===== src/rtl/uart_rx_frame_assembler.sv =====
// uart_rx_frame_assembler: assembles sampled UART bits into 5..MAX_DATA_BITS words, checks parity/stop, queues them in a FWFT FIFO
//   clk, rst_n                 clock, synchronous active-low reset
//   sample_enable, bit_sample  qualified serial sample
//   bit_count                  0-based data-bit index from the RX FSM
//   is_data/parity/stop_bit    sample classification
//   frame_complete/abort       end-of-frame pulses (push / discard)
//   data_bits, lsb_first,      frame config, latched at frame start
//   parity_mode                0/3 none, 1 even, 2 odd
//   overrun_clr                clears sticky overrun_err
//   rx_data, rx_parity_err,    FIFO head entry, rx_valid/rx_ready handshake
//   rx_frame_err, rx_valid,
//   rx_ready, fifo_count
//   overrun_err                sticky: a completed frame was dropped
//   rx_break                   only with UART_RX_BREAK_DETECT_EN: head is a break frame
module uart_rx_frame_assembler #(
    parameter int MAX_DATA_BITS = 9,
    parameter int FIFO_DEPTH    = 4
) (
    input  logic                         clk,
    input  logic                         rst_n,
    input  logic                         sample_enable,
    input  logic                         bit_sample,
    input  logic [3:0]                   bit_count,
    input  logic                         is_data_bit,
    input  logic                         is_parity_bit,
    input  logic                         is_stop_bit,
    input  logic                         frame_complete,
    input  logic                         frame_abort,
    input  logic [3:0]                   data_bits,
    input  logic                         lsb_first,
    input  logic [1:0]                   parity_mode,
    input  logic                         overrun_clr,
    output logic [MAX_DATA_BITS-1:0]     rx_data,
    output logic                         rx_parity_err,
    output logic                         rx_frame_err,
    output logic                         rx_valid,
    input  logic                         rx_ready,
    output logic [$clog2(FIFO_DEPTH):0]  fifo_count,
    output logic                         overrun_err
`ifdef UART_RX_BREAK_DETECT_EN
    ,
    output logic                         rx_break
`endif
);
    localparam int AW = $clog2(FIFO_DEPTH);
    localparam int CW = AW + 1;
    localparam logic [4:0] MAXN = 5'(MAX_DATA_BITS);
`ifdef UART_RX_BREAK_DETECT_EN
    localparam int EW = MAX_DATA_BITS + 3;
`else
    localparam int EW = MAX_DATA_BITS + 2;
`endif

    typedef enum logic {IDLE, ACTIVE} state_t;
    state_t state, state_nx;

    logic [4:0]               n_q, n_in, n_eff, pos;
    logic                     lsb_q, lsb_eff;
    logic [1:0]               pm_q, pm_eff;
    logic [MAX_DATA_BITS-1:0] sh_q, sh_nx, mask, data_out;
    logic                     acc_q, acc_nx, ferr_q, ferr_nx, perr;
    logic                     data_hit, par_hit, stop_hit;
    logic                     start, leave, push, pop, full, wr_en, ovf;
    logic [EW-1:0]            mem [FIFO_DEPTH];
    logic [EW-1:0]            ent_in, head;
    logic [AW-1:0]            wr_ptr, rd_ptr;
    logic [CW-1:0]            count;
`ifdef UART_RX_BREAK_DETECT_EN
    logic                     pone_q, pone_nx, sone_q, sone_nx, brk;
`endif

    always_ff @(posedge clk) begin
        if (!rst_n)
            state <= IDLE;
        else
            state <= state_nx;
    end

    always_comb begin
        state_nx = state;
        start    = 1'b0;
        leave    = 1'b0;
        push     = 1'b0;
        if (state == IDLE) begin
            start    = sample_enable;
            state_nx = sample_enable ? ACTIVE : IDLE;
        end else begin
            leave    = frame_complete || frame_abort;
            push     = frame_complete && !frame_abort;
            state_nx = leave ? IDLE : ACTIVE;
        end
    end

    // The starting sample is processed with the configuration being latched in the same cycle.
    assign n_in    = (data_bits < 4'd5) ? 5'd5 : (({1'b0, data_bits} > MAXN) ? MAXN : {1'b0, data_bits});
    assign n_eff   = (state == IDLE) ? n_in : n_q;
    assign lsb_eff = (state == IDLE) ? lsb_first : lsb_q;
    assign pm_eff  = (state == IDLE) ? parity_mode : pm_q;

    always_comb begin
        data_hit = sample_enable && is_data_bit && ({1'b0, bit_count} < n_eff);
        par_hit  = sample_enable && is_parity_bit && (pm_eff == 2'd1 || pm_eff == 2'd2);
        stop_hit = sample_enable && is_stop_bit;
        pos      = lsb_eff ? {1'b0, bit_count} : n_eff - 5'd1 - {1'b0, bit_count};
        sh_nx    = sh_q;
        mask     = '0;
        for (int i = 0; i < MAX_DATA_BITS; i++) begin
            if (data_hit && pos == 5'(i))
                sh_nx[i] = bit_sample;
            mask[i] = 5'(i) < n_eff;
        end
        acc_nx   = acc_q ^ (bit_sample & (data_hit | par_hit));
        ferr_nx  = ferr_q | (stop_hit & ~bit_sample);
        perr     = (pm_eff == 2'd1) ? acc_nx : (pm_eff == 2'd2) ? ~acc_nx : 1'b0;
        data_out = sh_nx & mask;
`ifdef UART_RX_BREAK_DETECT_EN
        // Break: all data, enabled parity and every stop sample low (ferr_nx guarantees a low stop was seen).
        pone_nx  = pone_q | (par_hit & bit_sample);
        sone_nx  = sone_q | (stop_hit & bit_sample);
        brk      = (data_out == '0) && !pone_nx && !sone_nx && ferr_nx;
        ent_in   = {brk, perr, ferr_nx, data_out};
`else
        ent_in   = {perr, ferr_nx, data_out};
`endif
    end

    always_ff @(posedge clk) begin
        if (!rst_n || leave) begin
            sh_q   <= '0;
            acc_q  <= 1'b0;
            ferr_q <= 1'b0;
        end else begin
            sh_q   <= sh_nx;
            acc_q  <= acc_nx;
            ferr_q <= ferr_nx;
        end
    end

`ifdef UART_RX_BREAK_DETECT_EN
    always_ff @(posedge clk) begin
        if (!rst_n || leave) begin
            pone_q <= 1'b0;
            sone_q <= 1'b0;
        end else begin
            pone_q <= pone_nx;
            sone_q <= sone_nx;
        end
    end
`endif

    always_ff @(posedge clk) begin
        if (!rst_n) begin
            n_q   <= 5'd5;
            lsb_q <= 1'b1;
            pm_q  <= 2'd0;
        end else if (start) begin
            n_q   <= n_in;
            lsb_q <= lsb_first;
            pm_q  <= parity_mode;
        end
    end

    assign rx_valid = count != '0;
    assign pop      = rx_valid && rx_ready;
    assign full     = count == CW'(FIFO_DEPTH);
    // A full FIFO still accepts a push when the head leaves in the same cycle.
    assign wr_en    = push && (!full || pop);
    assign ovf      = push && full && !pop;

    always_ff @(posedge clk) begin
        if (wr_en)
            mem[wr_ptr] <= ent_in;
    end

    always_ff @(posedge clk) begin
        if (!rst_n) begin
            wr_ptr <= '0;
            rd_ptr <= '0;
            count  <= '0;
        end else begin
            wr_ptr <= wr_ptr + AW'(wr_en);
            rd_ptr <= rd_ptr + AW'(pop);
            count  <= count + CW'(wr_en) - CW'(pop);
        end
    end

    always_ff @(posedge clk) begin
        if (!rst_n)
            overrun_err <= 1'b0;
        else if (ovf)
            overrun_err <= 1'b1;
        else if (overrun_clr)
            overrun_err <= 1'b0;
    end

    assign head          = rx_valid ? mem[rd_ptr] : '0;
    assign rx_data       = head[MAX_DATA_BITS-1:0];
    assign rx_frame_err  = head[MAX_DATA_BITS];
    assign rx_parity_err = head[MAX_DATA_BITS+1];
    assign fifo_count    = count;
`ifdef UART_RX_BREAK_DETECT_EN
    assign rx_break      = head[MAX_DATA_BITS+2];
`endif
endmodule


===== config.mk =====
export PLATFORM = sky130hd
export DESIGN_NAME = uart_rx_frame_assembler
export DESIGN_NICKNAME = d
export VERILOG_FILES = /design/src/rtl/uart_rx_frame_assembler.sv
export SDC_FILE = /design/constraint.sdc
export NUM_CORES = 1
export LEC_CHECK = 0
export ABC_AREA = 1
export BUFFER_PORTS_ARGS = -buffer_cell sky130_fd_sc_hd__buf_2
export CORE_ASPECT_RATIO = 0.7
export CORE_MARGIN = 1
export CORE_UTILIZATION = 31
export DETAILED_ROUTE_END_ITERATION = 8
export GPL_ROUTABILITY_DRIVEN = 1
export PLACE_DENSITY = 0.46
export SYNTH_ARGS = -nofsm -noshare
export SYNTH_HDL_FRONTEND = slang
export SYNTH_SLANG_ARGS = --single-unit

===== constraint.sdc =====
create_clock -name clk -period 9.55 [get_ports clk]
set_input_delay 2.3875 -clock clk [delete_from_list [all_inputs] [get_ports clk]]
set_output_delay 2.3875 -clock clk [all_outputs]
set_load 0.02 [all_outputs]

==> results.tsv, run 1 <==
stage	metric	value	unit
logic_synthesis	synth.yosys.seq_area_share	52.82	%
worst_setup_path	timing.setup.critical_path_class	in -> reg	
final_layout	layout-area-overhead-vs-synth	18.85	%
logic_synthesis	yosys-top-cells-area	sky130_fd_sc_hd__edfxtp_1 37%, sky130_fd_sc_hd__dfxtp_1 15%, sky130_fd_sc_hd__nor2_1 8.3%, sky130_fd_sc_hd__nand2_1 7.5%, sky130_fd_sc_hd__inv_1 5.5%	
power	worst_ir_drop_on_vdd	0.07116	mV
timing	timing.slew.headroom	56.53	%
route	drt_first_pass_iters	4	
timing	max_clock_skew	0.006016	ns
cts	cts_setup_buffers	0	
global_routing	grt_start_max_net_pins	24	
cts	tritoncts.num_buffers	9	
logic_synthesis	yosys_register_bits	71	
timing	finalCriticalPeriod	4.954	ns
logic_synthesis	yosysTopAreaCellShare	37.49	%
cts	cts.path.max_buffers	2	
timing	post-route-period-util	51.88	%
final_layout	layout.cells.most_common_list	78 x sky130_fd_sc_hd__nor2_1, 70 x sky130_fd_sc_hd__nand2_1, 52 x sky130_fd_sc_hd__inv_1, 44 x sky130_fd_sc_hd__edfxtp_1, 37 x sky130_fd_sc_hd__buf_2	
logic_synthesis	dominant_combinational_cell_family_by_area_after_synthesis	simple AND/OR/NAND/NOR gates	
timing	timing_max_transition_violations_final	0	
route	ant_nets	0	
timing	setup_total_negative_slack	0	ns
power	leakage	1.819	nW
placed_design	place_worst_setup_slack	4.301	ns
die	placeableCoreArea	11050	sq um
hold_path	worst_min_delay_path_startpoint	pm_q[1]	
die	design.portCount	38	
cts	cts_resized	0	
timing	count_of_final_hold_check_violations	0	
timing	fmax	0.2018	GHz
global_routing	grt_antenna_before_repair	0	
worst_setup_path	crit-reg2reg-capture	mem[1][4]	
final_layout	final_cell_count_no_fill	613	
cts	cts-htree-levels	3	
worst_setup_path	crit-reg2reg-launch	state	
timing	rsz0062_at_grt	no	
route	detailedRoute.firstIterationViolations	121	
logic_synthesis	syn-num-nets	450	
worst_setup_path	timing.reg2reg.setup_slack	6.47	ns
cts	cts_tree	yes	
worst_setup_path	critical_path.max_stage_delay	0.41	ns
logic_synthesis	post_synth_inst_count	412	
global_routing	grt_pass1_wl	13.10	mm
global_routing	overflow	0	
run_status	status	finished, final reports clean	
cts	clock_insertion_delay_worst_skew	0.33	ns
final_layout	fill_cells	1140	
hold_path	holdPathStages	2	
logic_synthesis	synth_area_leader_cell	sky130_fd_sc_hd__edfxtp_1	
worst_setup_path	worst_path_max_fanout	8	
timing	setup_ws	4.596	ns
logic_synthesis	synth_compound_gate_area_share	10.47	%
worst_setup_path	cp_slowest_cell	sky130_fd_sc_hd__fa_1	
final_layout	final_nets	493	
timing	worstMarginPinSlew	0.6465	ns
logic_synthesis	synth_simple_gate_area_share	22.97	%
global_routing	grt.total_usage	14.88	%
cts	clock-root-buffer	sky130_fd_sc_hd__clkbuf_16	
final_layout	final_common_cell	sky130_fd_sc_hd__nor2_1	
logic_synthesis	synth.distinct_cells	32	
placed_design	dpl.cell_count	597	
logic_synthesis	async_flop_share	0	%
worst_setup_path	arrival_time_of_data_at_the_critical_path_endpoint	5.08	ns
logic_synthesis	post_synth_instance_area	3525	sq um
placed_design	dp.final_hpwl	5.581	mm
worst_setup_path	crit_path_end_kind	flop	
worst_setup_path	timing.critical_path.mode_cell	sky130_fd_sc_hd__nand2_1	
route	remaining_drc_errors	0	
die	dieWidth	129.4	um
logic_synthesis	yosys.area_share.adder	6.106	%
route	viasPerCell	4.351	
final_layout	utilization	37.91	%
route	routedWlPerCell	12.72	um
cts	cts_hold_repair.buffers	0	
power	power.density	228.2	nW/um^2
logic_synthesis	muxShareOfSynthArea	0	%
worst_setup_path	crit_chain	buf_2 -> inv_1 -> or2_2 -> o21ai_0 -> nand2_1 -> nand2_1 -> o21ai_1 -> ha_1 -> fa_1 -> or2_2 -> nand3_2 -> o21ai_4 -> nor2_4 -> nand2_1 -> nand2_1 -> nand2_1 -> nor2_1	
worst_setup_path	rr_worst_depth	13	
final_layout	drive_gt1_share	15.65	%
hold_path	hold_class	reg -> reg	
die	floorplan.initialDensity	31.90	%
logic_synthesis	xor_xnor_fraction_of_synth_area	0.4970	%
worst_setup_path	critPathLaunchType	input port	
flow_run	max_cap_violations	0	
die	die-area	11810	sq um
logic_synthesis	synthesis.area_per_instance	8.555	sq um
cts	clock_sink_count	71	
die	die_height	91.21	um
die	rows	32	
route	dr_total_vias	2667	
timing	setup_viol	0	
hold_path	hold_path_end	pm_q[1]	
logic_synthesis	synthesis.yosys.warnings	0	
cts	clkTransAtPathRegs	0.05	ns
logic_synthesis	dominantRegCellSynth	sky130_fd_sc_hd__edfxtp_1	
placed_design	place.port_buffers	37	
logic_synthesis	synth-edff-count	44	
final_layout	diodes	0	
placed_design	routability_cong	0.7640	
global_routing	grt_pass1_vias	2554	
worst_setup_path	worst-endpoint-required	9.67	ns
route	finalWirelength	7.800	mm
==> synthesized netlist by cell type (2+ instances only) <==
master / n
sky130_fd_sc_hd__nand2_4: 2
sky130_fd_sc_hd__nor2_1: 78
sky130_fd_sc_hd__nand3_1: 24
sky130_fd_sc_hd__edfxtp_1: 44
sky130_fd_sc_hd__ha_1: 14
sky130_fd_sc_hd__nor2_4: 2
sky130_fd_sc_hd__nand3b_1: 2
sky130_fd_sc_hd__dfxtp_1: 27
sky130_fd_sc_hd__nand4_1: 3
sky130_fd_sc_hd__a21oi_2: 2
sky130_fd_sc_hd__nor3_1: 4
sky130_fd_sc_hd__nand2_1: 70
sky130_fd_sc_hd__xnor2_1: 2
sky130_fd_sc_hd__fa_1: 2
sky130_fd_sc_hd__clkbuf_1: 8
sky130_fd_sc_hd__inv_2: 3
sky130_fd_sc_hd__inv_1: 52
sky130_fd_sc_hd__o21ai_0: 34
sky130_fd_sc_hd__or2_2: 3
sky130_fd_sc_hd__a21oi_1: 24
==> worst max-delay path by stage <==
stage                     cells past startpoint  slack, ns   endpoint    startpoint
after global routing                         17       4.37  mem[0][0]  data_bits[3]
after CTS                                    17       4.63  mem[0][3]  data_bits[3]
after global placement                       17       4.36  mem[1][3]  data_bits[3]
after floorplan                              15       4.76  mem[0][2]  data_bits[3]
final                                        17       4.60  mem[0][3]  data_bits[3]
after detailed placement                     17       4.30  mem[1][3]  data_bits[3]
==> registers in the layout (all words and copies together) (netlist names) <==
signal	cells
overrun_err	1
wr_ptr	2
rd_ptr	2
pm_q	2
state	1
lsb_q	1
sh_q	9
mem	44
acc_q	1
n_q	4
ferr_q	1
fifo_count	3
==> report_power, final <==
part / internal (mW) / switching [mW] / total [mW]
Sequential: 0.338 / 0.0130 / 0.351
Combinational: 0.0875 / 0.193 / 0.280
Clock: 0.202 / 0.122 / 0.324
==> cell type report <==
cell class / count / area [sq um] / area share [%]
sequential: 71 / 1862 / 44.44
multi-input combinational: 275 / 1411 / 33.69
clock buffer: 11 / 232.7 / 5.556
timing repair buffer: 42 / 222.7 / 5.317
inverter: 56 / 210.2 / 5.018
tap: 153 / 191.4 / 4.570
clock inverter: 5 / 58.81 / 1.404
==> worst max-delay path, delay by kind of cell <==
| kind | cells | cell delay, ns |
|---|---|---|
| AO/OA/AOI/OAI | 3 | 0.41 |
| adder cells (fa/ha/maj) | 2 | 0.69 |
| buffers and inverters | 2 | 0.15 |
| AND/OR/NAND/NOR | 10 | 1.46 |
==> cells by family after synthesis <==
group,count (synthesis)
simple gates,190
flops,71
buf+inv,66
compound gates,67
xor+xnor,2
fa+ha+maj,16
==> metrics by stage <==
step | total power [mW] | hold slack, ns | instance area [sq um]
finish | 0.9559 | 0.4522 | 4189
global route | 1.023 | 0.4780 | 4189
CTS | 0.9739 | 0.4518 | 4189
detailed placement | 0.6446 | 0.4432 | 3897
global placement | 0.6439 | 0.4373 | 3897
floorplan | 0.5553 | 0.4295 | 3525
==> routing by layer <==
layer / GRT usage [%] / share of wire [%] / up-vias / wire length (um)
met1: 20.82 / 52 / 1179 / 4059
met2: 22.58 / 43 / 47 / 3361
met4: 4.070 / 0.44 / 0 / 34
met5: 0 / 0 / - / 0
li1: - / - / 1437 / -
met3: 3.830 / 4.4 / 4 / 344
Power figures use the tool's default switching activity.
==> inputs of run 2 (changes only) <==
Clock period 9.55 ns to 4.95 ns, I/O delays scaled along.
==> results.tsv, run 2 (synthesis gave the netlist of run 1 again) <==
stage	metric	value	unit
timing	count_of_final_hold_check_violations	0	
timing	rsz0062_at_grt	no	
global_routing	grt_pass1_wl	13.03	mm
route	remaining_drc_errors	0	
die	design.portCount	38	
worst_setup_path	crit_path_end_kind	flop	
timing	setup_ws	1.152	ns
die	die-area	11810	sq um
hold_path	holdPathStages	2	
final_layout	utilization	37.91	%
cts	cts_setup_buffers	0	
final_layout	layout.cells.most_common_list	78 x sky130_fd_sc_hd__nor2_1, 70 x sky130_fd_sc_hd__nand2_1, 52 x sky130_fd_sc_hd__inv_1, 44 x sky130_fd_sc_hd__edfxtp_1, 37 x sky130_fd_sc_hd__buf_2	
cts	cts_resized	0	
global_routing	overflow	0	
global_routing	gr-usage-met1	20.51	%
cts	clkTransAtPathRegs	0.05	ns
timing	fmax	0.2633	GHz
power	worst_ir_drop_on_vdd	0.1922	mV
power	power.density	441.6	nW/um^2
cts	clock_insertion_delay_worst_skew	0.33	ns
placed_design	place_worst_setup_slack	0.8509	ns
flow_run	max_cap_violations	0	
worst_setup_path	critPathLaunchType	input port	
timing	finalCriticalPeriod	3.798	ns
global_routing	grt_antenna_before_repair	0	
power	leakage	1.820	nW
hold_path	worst_min_delay_path_startpoint	pm_q[0]	
cts	cts.path.max_buffers	2	
timing	worstMarginPinSlew	0.6701	ns
die	rows	32	
worst_setup_path	worst-endpoint-required	5.08	ns
route	ant_nets	0	
global_routing	grt_most_used_layer	met2	
run_status	status	finished, final reports clean	
final_layout	layout-area-overhead-vs-synth	18.85	%
worst_setup_path	rr_worst_depth	13	
route	detailedRoute.firstIterationViolations	97	
timing	setup_viol	0	
route	viasPerCell	4.380	
worst_setup_path	arrival_time_of_data_at_the_critical_path_endpoint	3.92	ns
route	finalWirelength	7.823	mm
hold_path	hold_class	reg -> reg	
cts	cts_tree	yes	
worst_setup_path	worst_path_max_fanout	8	
final_layout	largest_register_ffs	44	
placed_design	routability_cong	0.7639	
final_layout	final_cell_count_no_fill	613	
hold_path	hold_path_end	pm_q[0]	
cts	cts-htree-levels	3	
global_routing	grt_start_max_net_pins	24	
die	floorplan.initialDensity	31.90	%
placed_design	dpl.cell_count	597	
route	drt_first_pass_iters	4	
placed_design	dp.final_hpwl	5.584	mm
route	routedWlPerCell	12.76	um
worst_setup_path	timing.reg2reg.setup_slack	1.83	ns
timing	setup_total_negative_slack	0	ns
final_layout	seqCellArea	1862	sq um
final_layout	final_nets	493	
placed_design	place.port_buffers	37	
global_routing	grt_pass1_vias	2571	
timing	max_clock_skew	0.006921	ns
worst_setup_path	timing.setup.critical_path_class	in -> reg	
die	dieWidth	129.4	um
timing	post-route-period-util	76.74	%
cts	clock-root-buffer	sky130_fd_sc_hd__clkbuf_16	
worst_setup_path	crit-reg2reg-capture	mem[2][4]	
cts	tritoncts.num_buffers	9	
final_layout	top_regs	mem x44, sh_q x9, n_q x4	
global_routing	grt.total_usage	14.96	%
final_layout	drive_gt1_share	15.43	%
power	p_total	1.850	mW
final_layout	diodes	0	
route	dr_total_vias	2685	
worst_setup_path	crit-reg2reg-launch	state	
timing	timing.slew.headroom	54.94	%
final_layout	fill_cells	1160	
final_layout	final_common_cell	sky130_fd_sc_hd__nor2_1	
final_layout	multi_input_area	1411	sq um
cts	clock_sink_count	71	
global_routing	global_route.usage.met2	22.63	%
global_routing	groute.layer.met3.usage	3.948	%
cts	cts_hold_repair.buffers	0	
die	placeableCoreArea	11050	sq um
timing	timing_max_transition_violations_final	0	
final_layout	max_flop_register	mem	
die	die_height	91.21	um
run 2: final cells by class:
| type | instances | area share [%] |
|---|---|---|
| inverters | 56 | 5.018 |
| flip-flops and latches | 71 | 44.44 |
| well taps | 153 | 4.570 |
| clock buffers | 11 | 5.556 |
| repair buffers | 42 | 5.317 |
| clock inverters | 5 | 1.404 |
| multi-input cells | 275 | 33.69 |
run 2: worst max path at each step:
stage,end,depth (start not counted),startpoint
floorplan,mem[0][2],15,data_bits[3]
finish,mem[1][3],17,data_bits[3]
global placement,mem[1][3],17,data_bits[3]
detailed placement,mem[1][3],17,data_bits[3]
CTS,mem[3][3],17,data_bits[3]
global route,mem[0][6],18,data_bits[3]
run 2: where the power goes:
| group | switching (mW) | leakage [nW] | internal, mW |
|---|---|---|---|
| clock network | 0.239 | 0.137 | 0.390 |
| logic | 0.375 | 1.05 | 0.168 |
| registers | 0.0251 | 0.628 | 0.653 |
| total | 0.638 | 1.82 | 1.21 |
run 2: critical path: stages:
cell and delay, ns:
sky130_fd_sc_hd__buf_2 0.09, sky130_fd_sc_hd__inv_1 0.05, sky130_fd_sc_hd__or2_2 0.27, sky130_fd_sc_hd__o21ai_0 0.14, sky130_fd_sc_hd__nand2_1 0.08, sky130_fd_sc_hd__nand2_1 0.06
sky130_fd_sc_hd__o21ai_1 0.18, sky130_fd_sc_hd__ha_1 0.29, sky130_fd_sc_hd__fa_1 0.40, sky130_fd_sc_hd__or2_2 0.30, sky130_fd_sc_hd__nand3_2 0.09, sky130_fd_sc_hd__o21ai_4 0.08
sky130_fd_sc_hd__nor2_4 0.20, sky130_fd_sc_hd__nand2_1 0.08, sky130_fd_sc_hd__nand2_1 0.06, sky130_fd_sc_hd__nand2_1 0.06, sky130_fd_sc_hd__nor2_1 0.24
run 2: routing by layer:
layer  up-vias  wire (um)
met4         0         91
met5         -          0
met3        10        274
li1       1435          -
met1      1203       4116
met2        37       3339
run 2: through the flow:
stage	hold slack (ns)	cell area, sq um
3_3_place_gp	0.4373	3897
3_5_place_dp	0.4475	3897
5_1_grt	0.4782	4189
4_1_cts	0.4552	4189
2_1_floorplan	0.4295	3525
6_report	0.4540	4189
==> inputs of run 3 (changes only) <==
Settings changed: PLACE_DENSITY 0.46 to 0.47.
Clock period 4.95 ns to 3.2 ns, I/O delays scaled along.
==> results.tsv, run 3 (synthesis gave the netlist of run 1 again) <==
stage	metric	value	unit
final_layout	fill_cells	1163	
final_layout	largest_register_ffs	44	
worst_setup_path	cpLargestDelayFamily	simple AND/OR/NAND/NOR gates	
final_layout	layout-area-overhead-vs-synth	24.64	%
placed_design	routability_cong	0.7720	
placed_design	place_worst_setup_slack	-0.2999	ns
route	remaining_drc_errors	0	
global_routing	overflow	0	
power	net-switching-power	1.026	mW
cts	cts.path.max_buffers	2	
route	viasPerCell	4.340	
flow_run	max_cap_violations	0	
placed_design	place.port_buffers	37	
route	drt_first_pass_iters	4	
final_layout	max_flop_register	mem	
power	p_total	2.849	mW
route	dr_total_vias	2773	
final_layout	top_regs	mem x44, sh_q x9, n_q x4	
power	power_frac_clock	32.2	%
cts	clkTransAtPathRegs	0.06	ns
timing	timing_max_transition_violations_final	0	
final_layout	final_common_cell	sky130_fd_sc_hd__nor2_1	
worst_setup_path	timing.critical_path.mode_cell	sky130_fd_sc_hd__nand2_1	
die	die_height	91.21	um
timing	setup_viol	0	
final_layout	final_nets	519	
cts	cts_tree	yes	
die	floorplan.initialDensity	31.90	%
route	routedWlPerCell	12.79	um
final_layout	multi_input_area	1439	sq um
power	power.density	648.5	nW/um^2
final_layout	layout.cells.most_common_list	72 x sky130_fd_sc_hd__nor2_1, 69 x sky130_fd_sc_hd__nand2_1, 52 x sky130_fd_sc_hd__inv_1, 44 x sky130_fd_sc_hd__edfxtp_1, 37 x sky130_fd_sc_hd__buf_2	
cts	tritoncts.num_buffers	9	
die	rows	32	
global_routing	grt_antenna_before_repair	0	
timing	timing.slew.headroom	58.98	%
route	detailedRoute.firstIterationViolations	195	
final_layout	diodes	0	
placed_design	dpl.cell_count	623	
timing	worstMarginPinSlew	0.6146	ns
die	design.portCount	38	
worst_setup_path	timing.setup.critical_path_class	in -> reg	
global_routing	grt.total_usage	15.62	%
worst_setup_path	arrival_time_of_data_at_the_critical_path_endpoint	3.10	ns
final_layout	final_cell_count_no_fill	639	
power	worst_ir_drop_on_vdd	0.2697	mV
timing	finalCriticalPeriod	3.004	ns
worst_setup_path	worst_path_max_fanout	4	
worst_setup_path	critPathLaunchType	input port	
run_status	status	finished, final reports clean	
timing	count_of_final_hold_check_violations	0	
placed_design	placement.cell_area	4093	sq um
route	finalWirelength	8.174	mm
global_routing	grt_start_max_net_pins	24	
cts	cts-htree-levels	3	
power	leakage	1.937	nW
global_routing	grt_pass1_wl	13.58	mm
cts	cts_hold_repair.buffers	0	
cts	clock-root-buffer	sky130_fd_sc_hd__clkbuf_16	
timing	post-route-period-util	93.86	%
power	sw_frac_of_total	36.00	%
timing	fmax	0.3329	GHz
timing	fin_worst_hold_slack	0.4495	ns
worst_setup_path	crit_path_end_kind	flop	
worst_setup_path	crit_buf_inv	4	
final_layout	drive_gt1_share	22.22	%
power	power_report.internal_total	1.823	mW
timing	setup_ws	0.1964	ns
global_routing	grt_pass1_vias	2643	
die	die-area	11810	sq um
power	combinationalPowerShare	31.6	%
die	placeableCoreArea	11050	sq um
cts	clock_sink_count	71	
die	dieWidth	129.4	um
worst_setup_path	worst-endpoint-required	3.29	ns
hold_path	hold_class	reg -> reg	
worst_setup_path	critical_path.max_stage_delay	0.52	ns
final_layout	final_cell_area	4393	sq um
timing	max_clock_skew	0.005717	ns
final_layout	seqCellArea	1862	sq um
route	ant_nets	0	
cts	clock_insertion_delay_worst_skew	0.34	ns
worst_setup_path	cp_slowest_cell	sky130_fd_sc_hd__fa_2	
placed_design	dp.final_hpwl	5.846	mm
worst_setup_path	crit_chain	buf_2 -> inv_1 -> or2_2 -> o21ai_0 -> nand2_1 -> nand2_1 -> o21ai_1 -> ha_2 -> fa_2 -> nand2_1 -> o21ai_2 -> inv_2 -> nor2_1 -> nand3_1 -> nand2_1 -> nor2_1 -> buf_4	
power	power_frac_seq	36.3	%
timing	rsz0062_at_grt	no	
## run 3: changes by cell type in the layout (fill, tap and decap cells not counted), sizes merged
cell    change
inv         +1
buf        +26
clkbuf      -2
bufinv      -1
clkinv      +2
## run 3: repair_timing
item	4_1_cts	5_1_grt
endpoints found under the setup margin	0	36
resized for setup	0	10
buffers inserted	0	0
## run 3: stage by stage
stage          TNS, ns  util [%]
3_5_place_dp    -9.781     37.04
3_3_place_gp    -7.763     37.04
4_1_cts              0     39.50
2_1_floorplan        0         -
5_1_grt              0     39.75
6_report             0     39.75
## run 3: tightest hold or removal path: cells and delay by family (launching register included)
kind / cells / cell delay [ns]
buf+inv: 1 / 0.06
flops: 1 / 0.29
compound gates: 1 / 0.05
## run 3: path summary, 6_finish.rpt
check	from	slack [ns]	cells after the start	to
worst max-delay path	data_bits[3]	0.20	17	mem[1][6]
worst max register to register	state	0.61	13	mem[2][5]
worst min register to register	pm_q[1]	0.45	2	pm_q[1]
worst min-delay path	pm_q[1]	0.45	2	pm_q[1]
## run 3: layer usage
metal / wire [um] / global-route usage, % / share of wire (%)
met5: 0 / 0 / 0
met4: 121 / 5.814 / 1.5
met3: 306 / 4.125 / 3.7
met2: 3433 / 22.63 / 42
met1: 4312 / 22.10 / 53
## run 3: cell type report
type / count / area share [%]
multi-input combinational: 275 / 32.75
clock inverter: 7 / 1.082
sequential: 71 / 42.38
tap: 153 / 4.358
clock buffer: 9 / 5.127
inverter: 56 / 4.785
timing repair buffer: 68 / 9.513
## run 3: power groups by stage
stage / Combinational, mW / Sequential [mW] / Clock (mW)
finish: 0.899 / 1.03 / 0.916
global route: 1.01 / 1.04 / 0.977
CTS: 0.907 / 1.03 / 0.939
detailed placement: 0.903 / 1.05 / 0
global placement: 0.899 / 1.05 / 0
floorplan: 0.582 / 1.07 / 0
